## src/rtl/bcd_display_scan_if.sv

```systemverilog
// rtl/bcd_display_scan_if.sv - load/value inputs and multiplexed display outputs of the BCD scanner
interface bcd_display_scan_if;
    logic        load;
    logic [15:0] bcd_in;
    logic        blank_lz;
    logic [3:0]  an;
    logic [6:0]  seg;
    logic        err;

    modport master (
        output load, bcd_in, blank_lz,
        input  an, seg, err
    );

    modport slave (
        input  load, bcd_in, blank_lz,
        output an, seg, err
    );
endinterface

```

## src/rtl/bcd_display_scan.sv

```systemverilog
// rtl/bcd_display_scan.sv - four-digit BCD hold register with time-multiplexed 7-segment scan
// Outputs are registered from the current pcnt/dig/val, so they trail the prescaler by one cycle.
module bcd_display_scan #(
    parameter int SCAN_DIV  = 50000,
    parameter int BLANK_CYC = 500
) (
    input logic              clk,
    input logic              rst,
    bcd_display_scan_if.slave bus
);
    localparam int PW = (SCAN_DIV > 2) ? $clog2(SCAN_DIV) : 1;

    logic [PW-1:0] pcnt;
    logic [1:0]    dig;
    logic [15:0]   val;
    logic          err_q;
    logic [3:0]    an_q;
    logic [6:0]    seg_q;

    logic [3:0]    an_d;
    logic [6:0]    seg_d;
    logic [3:0]    cur_nib;
    logic [3:0]    hi_zero;
    logic          pwrap;

    function automatic logic [6:0] decode(input logic [3:0] n);
        case (n)
            4'd0:    decode = 7'b1000000;
            4'd1:    decode = 7'b1111001;
            4'd2:    decode = 7'b0100100;
            4'd3:    decode = 7'b0110000;
            4'd4:    decode = 7'b0011001;
            4'd5:    decode = 7'b0010010;
            4'd6:    decode = 7'b0000010;
            4'd7:    decode = 7'b1111000;
            4'd8:    decode = 7'b0000000;
            4'd9:    decode = 7'b0010000;
            default: decode = 7'b0111111;
        endcase
    endfunction

    function automatic logic any_bad(input logic [15:0] v);
        any_bad = (v[3:0] > 4'd9) || (v[7:4] > 4'd9) || (v[11:8] > 4'd9) || (v[15:12] > 4'd9);
    endfunction

    assign pwrap = (pcnt == PW'(SCAN_DIV - 1));

    always_comb begin
        cur_nib    = val[{dig, 2'b00} +: 4];
        // hi_zero[i]: nibble i and everything above it are zero; digit 0 is never suppressed
        hi_zero[3] = (val[15:12] == 4'd0);
        hi_zero[2] = hi_zero[3] && (val[11:8] == 4'd0);
        hi_zero[1] = hi_zero[2] && (val[7:4] == 4'd0);
        hi_zero[0] = 1'b0;
        an_d       = 4'b1111;
        seg_d      = 7'b1111111;
        if (int'(pcnt) >= BLANK_CYC && !(bus.blank_lz && hi_zero[dig])) begin
            an_d        = 4'b1111;
            an_d[dig]   = 1'b0;
            seg_d       = decode(cur_nib);
        end
    end

    always_ff @(posedge clk) begin
        if (rst) begin
            pcnt  <= '0;
            dig   <= 2'd0;
            val   <= 16'h0000;
            err_q <= 1'b0;
            an_q  <= 4'b1111;
            seg_q <= 7'b1111111;
        end else begin
            pcnt  <= pwrap ? '0 : pcnt + 1'b1;
            if (pwrap) begin
                dig <= dig + 2'd1;
            end
            if (bus.load) begin
                val   <= bus.bcd_in;
                err_q <= any_bad(bus.bcd_in);
            end
            an_q  <= an_d;
            seg_q <= seg_d;
        end
    end

    assign bus.an  = an_q;
    assign bus.seg = seg_q;
    assign bus.err = err_q;
endmodule

```

## src/flat_wrapper.sv

```systemverilog
// flat-port wrapper written by rule: the top's interface ports become plain ports
module bcd_display_scan_flat 
#(
    parameter int SCAN_DIV  = 50000,
    parameter int BLANK_CYC = 500
)
  (clk, rst, bus_load, bus_bcd_in, bus_blank_lz, bus_an, bus_seg, bus_err);
  bcd_display_scan_if bus_i ();
  input logic clk;
  input logic rst;
  input wire logic [$bits(bus_i.load)-1:0] bus_load;
  input wire logic [$bits(bus_i.bcd_in)-1:0] bus_bcd_in;
  input wire logic [$bits(bus_i.blank_lz)-1:0] bus_blank_lz;
  output wire logic [$bits(bus_i.an)-1:0] bus_an;
  output wire logic [$bits(bus_i.seg)-1:0] bus_seg;
  output wire logic [$bits(bus_i.err)-1:0] bus_err;
  assign bus_i.load = bus_load;
  assign bus_i.bcd_in = bus_bcd_in;
  assign bus_i.blank_lz = bus_blank_lz;
  assign bus_an = bus_i.an;
  assign bus_seg = bus_i.seg;
  assign bus_err = bus_i.err;
  bcd_display_scan #(.SCAN_DIV(SCAN_DIV), .BLANK_CYC(BLANK_CYC)) u_core (.clk(clk), .rst(rst), .bus(bus_i));
endmodule
```

## config.mk

```make
export PLATFORM = sky130hd
export DESIGN_NAME = bcd_display_scan_flat
export DESIGN_NICKNAME = d
export VERILOG_FILES = /design/src/rtl/bcd_display_scan_if.sv /design/src/rtl/bcd_display_scan.sv /design/src/flat_wrapper.sv
export SDC_FILE = /design/constraint.sdc
export NUM_CORES = 1
export LEC_CHECK = 0
export CELL_PAD_IN_SITES_DETAIL_PLACEMENT = 0
export CELL_PAD_IN_SITES_GLOBAL_PLACEMENT = 1
export CORE_MARGIN = 2
export CORE_UTILIZATION = 25
export CTS_CLUSTER_SIZE = 14
export DETAILED_ROUTE_END_ITERATION = 10
export PLACE_DENSITY_LB_ADDON = 0.12
export SETUP_SLACK_MARGIN = 0.1
export SLEW_MARGIN = 20
export SYNTH_ARGS = -nofsm -noshare
export SYNTH_HDL_FRONTEND = slang
export SYNTH_SLANG_ARGS = --single-unit
```

## constraint.sdc

```tcl
create_clock -name clk -period 4.5 [get_ports clk]
set_input_delay 1.125 -clock clk [delete_from_list [all_inputs] [get_ports clk]]
set_output_delay 1.125 -clock clk [all_outputs]
set_load 0.005 [all_outputs]
```

==> reports/summary.txt <==
==================================================================================================
Run status                                                                            complete, no violations
Antenna violation net count after detailed routing                                               0
Count of instances resized after the clock tree is built                                         0
Core Box Area                                                                         0.00818 mm^2
Maximum capacitance violations                                                                   0
Global-route usage over all layers                                                           10.7%
IO buf count                                                                                    31
Area Growth Syn to Fin                                                                       24.8%
Boundary Pins                                                                                   32
Antenna Diode Count                                                                              0
Hold violation count in the final report                                                         0
XOR/XNOR share of the synthesized area                                                       6.29%
Worst clock skew                                                                        0.00695 ns
Post-CTS setup-driven buffer insertion count                                                     0
Crit path kind                                                                        primary input to flop
Buffering stage count on the worst path with inverters included                                  1
Number of CTS-inserted buffers                                                                   5
Initial DRC count                                                                               72
Tightest Pin Transition                                                                    1.05 ns
Synthesized area                                                                      0.00209 mm^2
Mean instance size in the synthesized netlist                                            9.58 um^2
Cell chain of the critical path                                                       clkdlybuf4s50_1 -> or2_1 -> nor2_1
Core Util, Final                                                                             31.9%
Post-synthesis cell type with the largest combined area                               sky130_fd_sc_hd__dfxtp_1
Max transition margin                                                                        29.9%
Hold Path Cell Cnt                                                                               2
Highest cell delay on the worst timing path                                                1.03 ns
Hold path startpoint                                                                  u_core.bus.err
Hpwl dp                                                                                    3170 um
Number of nets in the synthesized netlist                                                      249
TNS Setup                                                                                     0 ns
CP Data Required Time                                                                      4.67 ns
Share of final-layout standard cells stronger than drive strength 1                          5.65%
Post-synthesis sequential area ratio                                                         44.1%
Synth warnings                                                                                   0
Vias in the first global route                                                                1501
Startpoint types                                                                      primary input
Synthesized-area fraction occupied by ao, oa, aoi and oai cells                              5.39%
Number of clock sinks                                                                           46
Number of flip-flops and latches in the synthesized netlist                                     46
Root Buffer                                                                           sky130_fd_sc_hd__clkbuf_8
Antenna violations before repair                                                                 0
Total power divided by cell area                                                       332 mW/mm^2
Peak VDD IR                                                                             0.000212 V
Worst reg2reg path depth                                                                         6
Height of the chip                                                                         95.4 um
Starting Density                                                                             25.6%
Number of buffers inserted for hold repair after clock tree synthesis                            0
RR Startpoint                                                                         u_core.dig[0]
Fraction of post-synthesis cell area in the top cell type by area                            44.1%
Adder-cell area share of the yosys netlist                                                   6.59%
Endpoint arrival time on the critical path                                                 2.84 ns
Number of pins with negative max-slew slack in the final report                                  0
Critical Path Fanout Max                                                                        22
Clock insertion delay at the later pin of the skew report                                  0.30 ns
Crit path time final                                                                       2.67 ns
Synth top area cells                                                                  sky130_fd_sc_hd__dfxtp_1 (44%), sky130_fd_sc_hd__mux2i_1 (8.6%), sky130_fd_sc_hd__nor2_1 (7.5%)
Number of filler instances in the final layout                                                 874
Setup slack on the worst flop-to-flop path                                                 2.38 ns
Simple-gate portion of the synthesized area                                                  19.3%
Number of iterations in the first detailed-routing pass                                          4
Min-delay worst type                                                                  flop to flop
Global-route wire length before repair                                                     7480 um
CTS tree                                                                                      done
Total power                                                                                 866 uW
Die outline width                                                                          95.4 um
Sum of routed wire length over all layers                                                  4340 um
Floorplan row count                                                                             33
Critical-path cell with the highest stage delay                                       sky130_fd_sc_hd__clkdlybuf4s50_1
Number of nets in the finished design                                                          278
Number of failing setup endpoints in the final timing report                                     0
Number of distinct library cells after synthesis                                                35
Unrepaired setup endpoints after global routing                                              false
Clock transition time at the flip-flop clock pins of the worst setup and hold paths        0.09 ns
Largest net degree at the start of global routing                                               23
Hold path endpoint                                                                    u_core.bus.err
Gate Count Post-Synth                                                                          218
Max clock buf depth                                                                              2
Total Die Area                                                                        0.00910 mm^2
FMAX                                                                                     0.374 GHz
Dominant combinational cell family by area after synthesis                            simple AND/OR/NAND/NOR gates
End of the worst register-to-register path                                            u_core.bus.seg[3]
Final RePlAce weighted congestion                                                            0.686
Leak                                                                                      0.992 nW
Top delay family on crit path                                                         buffers and inverters
Mux share of post-synthesis cell area                                                        13.5%
Mean routed wirelength per cell                                                            12.3 um
Global-route congestion overflow total                                                           0
Crit. End Element                                                                             flop
Maximum level of the CTS H-tree                                                                  2
Post-route DRC                                                                                   0
Final period util                                                                            59.4%
Vias                                                                                          1526
Detailed-route vias per instance                                                              4.32
==================================================================================================
## state kept, by name (all words and copies together) (netlist names)
signal          count
u_core.pcnt        16
u_core.val         16
u_core.bus.seg      7
u_core.bus.an       4
u_core.dig          2
u_core.bus.err      1
## final cells by class
type,instances,area [um^2],share of cell area (%)
repair buffers,32,318,12.2
inverters,9,33.8,1.30
flip-flops and latches,46,921,35.3
well taps,105,131,5.04
multi-input cells,153,1070,40.9
clock inverters,3,68.8,2.64
clock buffers,5,68.8,2.64
## how the worst max path moves through the flow
stage             start              end  slack [ns]  cells past startpoint
2_1_floorplan  bus_load   u_core.val[10]        2.52                      4
3_3_place_gp        rst  u_core.pcnt[13]        1.47                      3
3_5_place_dp        rst   u_core.pcnt[9]        1.45                      3
4_1_cts             rst  u_core.pcnt[15]        1.76                      3
5_1_grt             rst   u_core.pcnt[7]        1.70                      3
6_report            rst   u_core.pcnt[8]        1.83                      3
## where the power goes
part | switching [mW] | internal (mW)
clock network | 0.144 | 0.222
registers | 0.0104 | 0.418
logic | 0.0337 | 0.0371
## stage by stage
stage | instances | area, um^2 | setup WS [ns] | hold slack, ns
global route | 353 | 2610 | 1.70 | 0.521
detailed placement | 345 | 2470 | 1.45 | 0.476
CTS | 353 | 2610 | 1.76 | 0.502
global placement | 345 | 2470 | 1.47 | 0.474
finish | 353 | 2610 | 1.83 | 0.493
floorplan | 218 | 2090 | 2.52 | 0.441
## cell usage after synthesis (all sizes together)
library cell  number
xnor2              5
nand2             18
xor2              10
nand3              7
mux2i             18
a311oi             1
nor3               3
dfxtp             46
ha                11
and3               2
a21oi              3
inv                9
a211oi             1
o21ai             10
o2111ai            1
buf                7
clkbuf             3
and4               2
nor2b              1
nand4              6
nor2              42
nand4bb            1
or2                1
nor4               4
o211ai             2
mux4               4
## worst reg2reg max path, stage by stage (launching register included)
cell	delay (ns)
sky130_fd_sc_hd__dfxtp_1	0.60
sky130_fd_sc_hd__mux4_1	0.72
sky130_fd_sc_hd__inv_1	0.17
sky130_fd_sc_hd__ha_1	0.25
sky130_fd_sc_hd__nand2_1	0.07
sky130_fd_sc_hd__o21ai_0	0.08
sky130_fd_sc_hd__o211ai_1	0.16
## cells in the final DEF, fill, tap and decap left out
cell and instances:
sky130_fd_sc_hd__nor4_2 1, sky130_fd_sc_hd__o21ai_2 1, sky130_fd_sc_hd__inv_1 9, sky130_fd_sc_hd__o211ai_1 2
sky130_fd_sc_hd__mux4_1 3, sky130_fd_sc_hd__a21oi_1 2, sky130_fd_sc_hd__nand4_1 6, sky130_fd_sc_hd__and4_1 2
sky130_fd_sc_hd__nor3_2 1, sky130_fd_sc_hd__o2111ai_1 1, sky130_fd_sc_hd__clkinv_4 1, sky130_fd_sc_hd__and3_1 2
sky130_fd_sc_hd__ha_1 11, sky130_fd_sc_hd__xnor2_1 5, sky130_fd_sc_hd__bufinv_16 2, sky130_fd_sc_hd__a311oi_1 1
sky130_fd_sc_hd__nand2_1 18, sky130_fd_sc_hd__clkdlybuf4s50_1 31, sky130_fd_sc_hd__nand3_1 7, sky130_fd_sc_hd__dfxtp_1 46
sky130_fd_sc_hd__mux4_2 1, sky130_fd_sc_hd__mux2i_1 18, sky130_fd_sc_hd__o21ai_1 1, sky130_fd_sc_hd__nor4_1 3
sky130_fd_sc_hd__a21oi_2 1, sky130_fd_sc_hd__or2_1 1, sky130_fd_sc_hd__clkbuf_8 5, sky130_fd_sc_hd__o21ai_0 8
sky130_fd_sc_hd__nor2_1 42, sky130_fd_sc_hd__buf_4 1, sky130_fd_sc_hd__nor3_1 2, sky130_fd_sc_hd__xor2_1 10
sky130_fd_sc_hd__nor2b_1 1, sky130_fd_sc_hd__nand4bb_1 1, sky130_fd_sc_hd__a211oi_1 1
## layer usage
layer	GRT usage [%]	vias to the layer above	share of wire [%]	wire, um
met4	3.57	0	1.5	63
li1	-	798	-	-
met1	14.6	694	51	2220
met3	2.61	5	4.1	180
met2	16.4	29	43	1880
met5	0	-	0	0
## logic make-up (layout without fill, tap and decap cells)
kind of cell	after synthesis	in the layout
mux	22	22
xor+xnor	15	15
simple gates	87	87
flops	46	46
fa+ha+maj	11	11
buf+inv	19	49
compound gates	18	18
No activity file was read; power rests on OpenSTA's default activity.
